<file path="src/rtl/mano_pkg.sv">
// Shared constants for the Mano basic computer control unit:
// bus source codes, ALU operations, opcodes and register-reference bit positions.
package mano_pkg;

    localparam logic [2:0] SEL_NONE = 3'd0;
    localparam logic [2:0] SEL_AR   = 3'd1;
    localparam logic [2:0] SEL_PC   = 3'd2;
    localparam logic [2:0] SEL_DR   = 3'd3;
    localparam logic [2:0] SEL_AC   = 3'd4;
    localparam logic [2:0] SEL_IR   = 3'd5;
    localparam logic [2:0] SEL_TR   = 3'd6;
    localparam logic [2:0] SEL_MEM  = 3'd7;

    localparam logic [2:0] ALU_AND  = 3'd0;
    localparam logic [2:0] ALU_ADD  = 3'd1;
    localparam logic [2:0] ALU_DR   = 3'd2;
    localparam logic [2:0] ALU_CMA  = 3'd3;
    localparam logic [2:0] ALU_CIR  = 3'd4;
    localparam logic [2:0] ALU_CIL  = 3'd5;

    localparam logic [2:0] OP_AND   = 3'd0;
    localparam logic [2:0] OP_ADD   = 3'd1;
    localparam logic [2:0] OP_LDA   = 3'd2;
    localparam logic [2:0] OP_STA   = 3'd3;
    localparam logic [2:0] OP_BUN   = 3'd4;
    localparam logic [2:0] OP_BSA   = 3'd5;
    localparam logic [2:0] OP_ISZ   = 3'd6;
    localparam logic [2:0] OP_REG   = 3'd7;

    localparam int RR_CLA = 11;
    localparam int RR_CLE = 10;
    localparam int RR_CMA = 9;
    localparam int RR_CME = 8;
    localparam int RR_CIR = 7;
    localparam int RR_CIL = 6;
    localparam int RR_INC = 5;
    localparam int RR_SPA = 4;
    localparam int RR_SNA = 3;
    localparam int RR_SZA = 2;
    localparam int RR_SZE = 1;
    localparam int RR_HLT = 0;

endpackage

</file>
<file path="src/rtl/mano_control_unit_if.sv">
// Control/status bundle between the Mano control unit (master) and the
// register file / bus mux datapath (slave).
interface mano_control_unit_if;

    logic [15:0] IR;
    logic        AC15;
    logic        AC_ZERO;
    logic        E;
    logic        DR_ZERO;

    logic [2:0]  BUS_SEL;
    logic        AR_LD, AR_INR, PC_LD, PC_INR, DR_LD, DR_INR;
    logic        AC_LD, AC_INR, AC_CLR, IR_LD, TR_LD;
    logic        MEM_RD, MEM_WR;
    logic [2:0]  ALU_OP;
    logic        E_LD, E_CLR, E_CMP;
    logic [3:0]  SC;
    logic        HALT;

    modport master (
        input  IR, AC15, AC_ZERO, E, DR_ZERO,
        output BUS_SEL, AR_LD, AR_INR, PC_LD, PC_INR, DR_LD, DR_INR,
               AC_LD, AC_INR, AC_CLR, IR_LD, TR_LD, MEM_RD, MEM_WR,
               ALU_OP, E_LD, E_CLR, E_CMP, SC, HALT
    );

    modport slave (
        output IR, AC15, AC_ZERO, E, DR_ZERO,
        input  BUS_SEL, AR_LD, AR_INR, PC_LD, PC_INR, DR_LD, DR_INR,
               AC_LD, AC_INR, AC_CLR, IR_LD, TR_LD, MEM_RD, MEM_WR,
               ALU_OP, E_LD, E_CLR, E_CMP, SC, HALT
    );

endinterface

</file>
<file path="src/rtl/mano_seq_counter.sv">
// 4-bit timing sequence counter; synchronous clear wins over increment.
module mano_seq_counter (
    input  logic       clk,
    input  logic       rst_n,
    input  logic       clr_i,
    input  logic       inr_i,
    output logic [3:0] sc_o
);

    logic [3:0] sc_q;

    always_ff @(posedge clk or negedge rst_n) begin
        if (!rst_n) begin
            sc_q <= 4'd0;
        end else if (clr_i) begin
            sc_q <= 4'd0;
        end else if (inr_i) begin
            sc_q <= sc_q + 4'd1;
        end
    end

    assign sc_o = sc_q;

endmodule

</file>
<file path="src/rtl/mano_control_unit.sv">
// Timing-and-control sequencer for the Mano basic computer: holds SC, I and S
// and decodes IR, flags and the current step into register-transfer strobes.
module mano_control_unit
    import mano_pkg::*;
(
    input  logic                 CLK,
    input  logic                 NCLR,
    mano_control_unit_if.master  cu
);

    logic [3:0] sc;
    logic       sc_clr, sc_inr;
    logic       i_q, i_d;
    logic       s_q, s_d;
    logic [2:0] d;

    assign d = cu.IR[14:12];

    mano_seq_counter u_sc (
        .clk   (CLK),
        .rst_n (NCLR),
        .clr_i (sc_clr),
        .inr_i (sc_inr),
        .sc_o  (sc)
    );

    always_ff @(posedge CLK or negedge NCLR) begin
        if (!NCLR) begin
            i_q <= 1'b0;
            s_q <= 1'b1;
        end else begin
            i_q <= i_d;
            s_q <= s_d;
        end
    end

    always_comb begin
        cu.BUS_SEL = SEL_NONE;
        cu.ALU_OP  = ALU_AND;
        cu.AR_LD   = 1'b0;
        cu.AR_INR  = 1'b0;
        cu.PC_LD   = 1'b0;
        cu.PC_INR  = 1'b0;
        cu.DR_LD   = 1'b0;
        cu.DR_INR  = 1'b0;
        cu.AC_LD   = 1'b0;
        cu.AC_INR  = 1'b0;
        cu.AC_CLR  = 1'b0;
        cu.IR_LD   = 1'b0;
        cu.TR_LD   = 1'b0;
        cu.MEM_RD  = 1'b0;
        cu.MEM_WR  = 1'b0;
        cu.E_LD    = 1'b0;
        cu.E_CLR   = 1'b0;
        cu.E_CMP   = 1'b0;
        sc_clr     = 1'b0;
        i_d        = i_q;
        s_d        = s_q;

        if (!s_q) begin
            // halted: hold SC at 0 with every strobe idle until reset
            sc_clr = 1'b1;
        end else begin
            case (sc)
                4'd0: begin
                    cu.BUS_SEL = SEL_PC;
                    cu.AR_LD   = 1'b1;
                end
                4'd1: begin
                    cu.BUS_SEL = SEL_MEM;
                    cu.MEM_RD  = 1'b1;
                    cu.IR_LD   = 1'b1;
                    cu.PC_INR  = 1'b1;
                end
                4'd2: begin
                    cu.BUS_SEL = SEL_IR;
                    cu.AR_LD   = 1'b1;
                    i_d        = cu.IR[15];
                end
                4'd3: begin
                    if (d == OP_REG) begin
                        sc_clr = 1'b1;
                        if (!i_q) begin
                            cu.AC_CLR = cu.IR[RR_CLA];
                            cu.E_CLR  = cu.IR[RR_CLE];
                            cu.E_CMP  = cu.IR[RR_CME];
                            cu.AC_INR = cu.IR[RR_INC];
                            cu.AC_LD  = cu.IR[RR_CMA] | cu.IR[RR_CIR] | cu.IR[RR_CIL];
                            cu.E_LD   = cu.IR[RR_CIR] | cu.IR[RR_CIL];
                            if (cu.IR[RR_CMA]) cu.ALU_OP = ALU_CMA;
                            if (cu.IR[RR_CIR]) cu.ALU_OP = ALU_CIR;
                            if (cu.IR[RR_CIL]) cu.ALU_OP = ALU_CIL;
                            cu.PC_INR = (cu.IR[RR_SPA] & ~cu.AC15) |
                                        (cu.IR[RR_SNA] &  cu.AC15) |
                                        (cu.IR[RR_SZA] &  cu.AC_ZERO) |
                                        (cu.IR[RR_SZE] & ~cu.E);
                            if (cu.IR[RR_HLT]) s_d = 1'b0;
                        end
                    end else if (i_q) begin
                        cu.BUS_SEL = SEL_MEM;
                        cu.MEM_RD  = 1'b1;
                        cu.AR_LD   = 1'b1;
                    end
                end
                4'd4: begin
                    case (d)
                        OP_AND, OP_ADD, OP_LDA, OP_ISZ: begin
                            cu.BUS_SEL = SEL_MEM;
                            cu.MEM_RD  = 1'b1;
                            cu.DR_LD   = 1'b1;
                        end
                        OP_STA: begin
                            cu.BUS_SEL = SEL_AC;
                            cu.MEM_WR  = 1'b1;
                            sc_clr     = 1'b1;
                        end
                        OP_BUN: begin
                            cu.BUS_SEL = SEL_AR;
                            cu.PC_LD   = 1'b1;
                            sc_clr     = 1'b1;
                        end
                        OP_BSA: begin
                            cu.BUS_SEL = SEL_PC;
                            cu.MEM_WR  = 1'b1;
                            cu.AR_INR  = 1'b1;
                        end
                        default: sc_clr = 1'b1;
                    endcase
                end
                4'd5: begin
                    case (d)
                        OP_AND: begin
                            cu.AC_LD  = 1'b1;
                            cu.ALU_OP = ALU_AND;
                            sc_clr    = 1'b1;
                        end
                        OP_ADD: begin
                            cu.AC_LD  = 1'b1;
                            cu.E_LD   = 1'b1;
                            cu.ALU_OP = ALU_ADD;
                            sc_clr    = 1'b1;
                        end
                        OP_LDA: begin
                            cu.AC_LD  = 1'b1;
                            cu.ALU_OP = ALU_DR;
                            sc_clr    = 1'b1;
                        end
                        OP_BSA: begin
                            cu.BUS_SEL = SEL_AR;
                            cu.PC_LD   = 1'b1;
                            sc_clr     = 1'b1;
                        end
                        OP_ISZ:  cu.DR_INR = 1'b1;
                        default: sc_clr = 1'b1;
                    endcase
                end
                4'd6: begin
                    sc_clr = 1'b1;
                    if (d == OP_ISZ) begin
                        cu.BUS_SEL = SEL_DR;
                        cu.MEM_WR  = 1'b1;
                        cu.PC_INR  = cu.DR_ZERO;
                    end
                end
                default: sc_clr = 1'b1;
            endcase
        end
    end

    assign sc_inr  = s_q & ~sc_clr;
    assign cu.SC   = sc;
    assign cu.HALT = ~s_q;

endmodule

</file>
<file path="src/flat_wrapper.sv">
// flat-port wrapper written by rule: the top's interface ports become plain ports
module mano_control_unit_flat import mano_pkg::*;
  (CLK, NCLR, cu_IR, cu_AC15, cu_AC_ZERO, cu_E, cu_DR_ZERO, cu_BUS_SEL, cu_AR_LD, cu_AR_INR, cu_PC_LD, cu_PC_INR, cu_DR_LD, cu_DR_INR, cu_AC_LD, cu_AC_INR, cu_AC_CLR, cu_IR_LD, cu_TR_LD, cu_MEM_RD, cu_MEM_WR, cu_ALU_OP, cu_E_LD, cu_E_CLR, cu_E_CMP, cu_SC, cu_HALT);
  mano_control_unit_if cu_i ();
  input  logic CLK;
  input  logic NCLR;
  input wire logic [$bits(cu_i.IR)-1:0] cu_IR;
  input wire logic [$bits(cu_i.AC15)-1:0] cu_AC15;
  input wire logic [$bits(cu_i.AC_ZERO)-1:0] cu_AC_ZERO;
  input wire logic [$bits(cu_i.E)-1:0] cu_E;
  input wire logic [$bits(cu_i.DR_ZERO)-1:0] cu_DR_ZERO;
  output wire logic [$bits(cu_i.BUS_SEL)-1:0] cu_BUS_SEL;
  output wire logic [$bits(cu_i.AR_LD)-1:0] cu_AR_LD;
  output wire logic [$bits(cu_i.AR_INR)-1:0] cu_AR_INR;
  output wire logic [$bits(cu_i.PC_LD)-1:0] cu_PC_LD;
  output wire logic [$bits(cu_i.PC_INR)-1:0] cu_PC_INR;
  output wire logic [$bits(cu_i.DR_LD)-1:0] cu_DR_LD;
  output wire logic [$bits(cu_i.DR_INR)-1:0] cu_DR_INR;
  output wire logic [$bits(cu_i.AC_LD)-1:0] cu_AC_LD;
  output wire logic [$bits(cu_i.AC_INR)-1:0] cu_AC_INR;
  output wire logic [$bits(cu_i.AC_CLR)-1:0] cu_AC_CLR;
  output wire logic [$bits(cu_i.IR_LD)-1:0] cu_IR_LD;
  output wire logic [$bits(cu_i.TR_LD)-1:0] cu_TR_LD;
  output wire logic [$bits(cu_i.MEM_RD)-1:0] cu_MEM_RD;
  output wire logic [$bits(cu_i.MEM_WR)-1:0] cu_MEM_WR;
  output wire logic [$bits(cu_i.ALU_OP)-1:0] cu_ALU_OP;
  output wire logic [$bits(cu_i.E_LD)-1:0] cu_E_LD;
  output wire logic [$bits(cu_i.E_CLR)-1:0] cu_E_CLR;
  output wire logic [$bits(cu_i.E_CMP)-1:0] cu_E_CMP;
  output wire logic [$bits(cu_i.SC)-1:0] cu_SC;
  output wire logic [$bits(cu_i.HALT)-1:0] cu_HALT;
  assign cu_i.IR = cu_IR;
  assign cu_i.AC15 = cu_AC15;
  assign cu_i.AC_ZERO = cu_AC_ZERO;
  assign cu_i.E = cu_E;
  assign cu_i.DR_ZERO = cu_DR_ZERO;
  assign cu_BUS_SEL = cu_i.BUS_SEL;
  assign cu_AR_LD = cu_i.AR_LD;
  assign cu_AR_INR = cu_i.AR_INR;
  assign cu_PC_LD = cu_i.PC_LD;
  assign cu_PC_INR = cu_i.PC_INR;
  assign cu_DR_LD = cu_i.DR_LD;
  assign cu_DR_INR = cu_i.DR_INR;
  assign cu_AC_LD = cu_i.AC_LD;
  assign cu_AC_INR = cu_i.AC_INR;
  assign cu_AC_CLR = cu_i.AC_CLR;
  assign cu_IR_LD = cu_i.IR_LD;
  assign cu_TR_LD = cu_i.TR_LD;
  assign cu_MEM_RD = cu_i.MEM_RD;
  assign cu_MEM_WR = cu_i.MEM_WR;
  assign cu_ALU_OP = cu_i.ALU_OP;
  assign cu_E_LD = cu_i.E_LD;
  assign cu_E_CLR = cu_i.E_CLR;
  assign cu_E_CMP = cu_i.E_CMP;
  assign cu_SC = cu_i.SC;
  assign cu_HALT = cu_i.HALT;
  mano_control_unit u_core (.CLK(CLK), .NCLR(NCLR), .cu(cu_i));
endmodule
</file>
<file path="config.mk">
export PLATFORM = sky130hd
export DESIGN_NAME = mano_control_unit_flat
export DESIGN_NICKNAME = d
export VERILOG_FILES = /design/src/rtl/mano_pkg.sv /design/src/rtl/mano_control_unit_if.sv /design/src/rtl/mano_seq_counter.sv /design/src/rtl/mano_control_unit.sv /design/src/flat_wrapper.sv
export SDC_FILE = /design/constraint.sdc
export NUM_CORES = 1
export LEC_CHECK = 0
export ABC_AREA = 0
export BUFFER_PORTS_ARGS = -buffer_cell sky130_fd_sc_hd__buf_2
export CORE_MARGIN = 1.5
export CORE_UTILIZATION = 43
export CTS_CLUSTER_DIAMETER = 50
export DETAILED_ROUTE_END_ITERATION = 16
export GPL_TIMING_DRIVEN = 0
export MAX_ROUTING_LAYER = met4
export PLACE_DENSITY = 0.79
export SETUP_SLACK_MARGIN = 0.2
export SYNTH_ARGS = -nofsm -noshare
export SYNTH_HDL_FRONTEND = slang
export SYNTH_HIERARCHICAL = 1
export SYNTH_SLANG_ARGS = --single-unit
</file>
<file path="constraint.sdc">
create_clock -name CLK -period 2.87 [get_ports CLK]
set_clock_uncertainty 0.2 [all_clocks]
set_input_delay 0.574 -clock CLK [delete_from_list [all_inputs] [get_ports CLK]]
set_output_delay 0.574 -clock CLK [all_outputs]
set_load 0.01 [all_outputs]
</file>
==> results.tsv <==
metric	value	unit
status	completed	
cts.sinks	6	
synth.most_common_cell	nor2_1	
fin_crit	2.60	ns
synthTopCellsByCount	nor2_1 (12), a21oi_1 (10), nand2_1 (6)	
min_path_type	in -> reg	
synth_edf_count	0	
dpl-instance-area	0.00111	mm²
crit_required	2.10	ns
fmax	385	MHz
maxCapViolCount	0	
pwr-share-clk	8.1	%
synth-simple-area-share	34.9	%
wl_met2	1170	µm
route.met3.wl	190	µm
finalInstanceArea	0.00122	mm²
routed.top_layer	met3	
hold_ws	0.267	ns
ir_drop	616	µV
routed_via_density	5.55	
p_leak	0.613	nW
crit_path_start_kind	input port	
final-seq-area	154	µm²
p_switching	521	µW
ant_nets	0	
avgSynthCellArea	7.56	µm²
synth_cells	112	
post_synth_xor_area_fraction	1.03	%
grtUsageTotal	22.4	%
clkSlewWorstSetupHoldPaths	0.04	ns
synth_nets	139	
n_antenna_cell	0	
dp_cells	184	
die_h	47.4	µm
drive_gt1_share	47.3	%
grt_max_degree	11	
async_flop_share	100	%
multi_input_area	711	µm²
areaGrowthSynthToFinish	44.3	%
syn_area	847	µm²
numCtsBuffers	3	
wl	2500	µm
ys.flop_type	dfrtp_1	
drt-wirelength-per-cell	13.1	µm
fillers	159	
synthAdderAreaFrac	7.39	%
synth_area_leader_cell	dfrtp_1	
wl_met1	1140	µm
port_buffers	47	
worstPathMaxFanout	4	
cts_tree	yes	
hold_viol	0	
dp_slack	-0.0244	ns
dieArea	0.00225	mm²
antenna_found_initial	0	
grt_pass1_vias	816	
layout_setup_ws	0.274	ns
hpwl	1890	µm
fin_crit_sh	90.5	%
yosys_warnings	6	
coreArea	0.00178	mm²
via_count	1054	
drc	0	
die_x	47.4	µm
synth_top_family_by_area	simple AND/OR/NAND/NOR gates	
clockBufferDepth	2	
cellPowerDensity	837	mW/mm²
htreeDepth	1	
finalSetupViolations	0	
fp-row-count	15	
synthTopCellsByArea	dfrtp_1 (15%), ha_1 (7.4%), a21oi_1 (5.9%), nor2_1 (5.3%), and2_1 (3.7%)	
drt_iter0_markers	32	
rsz0062_at_grt	yes	
end_kind	output port	
pwr-share-comb	71.6	%
clock_latency	0.25	ns
stdcell_count	190	
p_seq_share	20.3	%
gp_congestion	0.832	
synth_top_cell_area_share	14.8	%
io-pin-count	49	
slew_violations	0	
root_buffer	clkbuf_4	
netlist-cell-type-count	46	
ys_ff_latch	6	
post-route-util	68.6	%
grt_pass1_wl	3470	µm
sw_frac_of_total	50.9	%
drt_first_pass_iters	4	
fin_nets	193	
synth_compound_area_share	25.3	%
worstSetupPathType	in -> out	
grt.overflow.total	0	
seq_area_frac_synth	17.9	%
worstPathArrival	1.82	ns
p_int	502	µW
synth_mux_area_share	7.98	%
start_util	47.5	%
layout make-up:
| class | instances | share of cell area (%) |
|---|---|---|
| multi-input cells | 96 | 58.1 |
| repair buffers | 49 | 20.7 |
| flip-flops and latches | 6 | 12.6 |
| plain buffers | 6 | 2.66 |
| well taps | 25 | 2.56 |
| clock buffers | 4 | 2.15 |
| inverters | 4 | 1.23 |
final timing paths:
kind / cells past startpoint / from / endpoint / slack (ns)
worst max register to register: 6 / u_core/u_sc/sc_o[3]$_DFFE_PN0P_ / u_core/u_sc/sc_o[3]$_DFFE_PN0P_ / 0.36
min in group asynchronous: 2 / NCLR / u_core/u_sc/sc_o[2]$_DFFE_PN0P_ / 0.48
worst min-delay path: 2 / cu_IR[0] / u_core/s_q$_DFF_PN1_ / 0.27
worst min register to register: 2 / u_core/s_q$_DFF_PN1_ / u_core/s_q$_DFF_PN1_ / 0.34
worst max-delay path: 7 / cu_IR[13] / cu_BUS_SEL[0] / 0.27
max in group asynchronous: 2 / NCLR / u_core/s_q$_DFF_PN1_ / 1.77
registers in the layout, indices dropped and copies added (netlist names):
signal,cells
u_core/s_q,1
u_core/i_q,1
u_core/u_sc/sc_o,4
what timing repair did:
item | CTS | global route
pin swaps | 0 | 3
hold buffers | 1 | 0
buffers inserted | 0 | 1
endpoints found under the hold margin | 5 | 0
endpoints found under the setup margin | 7 | 7
gates resized for setup | 3 | 14
worst max-delay path, cell delays in order:
cell and delay (ns):
buf_2 0.14, inv_1 0.08, ha_1 0.23, mux2_2 0.28, a41oi_1 0.27, a21oi_1 0.10, buf_2 0.14
cells by family after synthesis:
family | Yosys count
adders and majority gates | 5
other | 1
buffers and inverters | 10
DFF | 6
muxes | 6
and+or+nand+nor | 52
AOI/OAI and AO/OA | 31
xor gates and xnor gates | 1
power by group through the flow:
stage	sequential, mW	combinational (mW)	clock (mW)
final	0.207	0.732	0.0833
after CTS	0.195	0.705	0.0873
after detailed placement	0.195	0.687	0
after global placement	0.193	0.670	0
after floorplan	0.191	0.479	0
after global routing	0.215	0.802	0.0948
metal layers:
| layer | vias up | GRT usage (%) |
|---|---|---|
| li1 | 526 | - |
| met4 | 0 | 3.33 |
| met2 | 59 | 34.9 |
| met5 | - | - |
| met3 | 0 | 7.69 |
| met1 | 469 | 28.6 |
through the flow:
step	TNS [ns]	total power, mW
finish	0	1.02
global route	0	1.11
CTS	0	0.988
global placement	-0.0188	0.863
floorplan	0	0.669
detailed placement	-0.0403	0.883
layout by cell type (no fill, tap or decap), drive strengths merged, types with 4 or more instances in the layout:
cell type / count
nand2: 6
nand3: 4
buf: 50
inv: 4
nor3: 5
and2: 5
nand2b: 5
a21oi: 10
clkbuf: 8
ha: 5
nor2: 13
dfrtp: 5
Note: power is estimated with default switching activity, not from simulation.
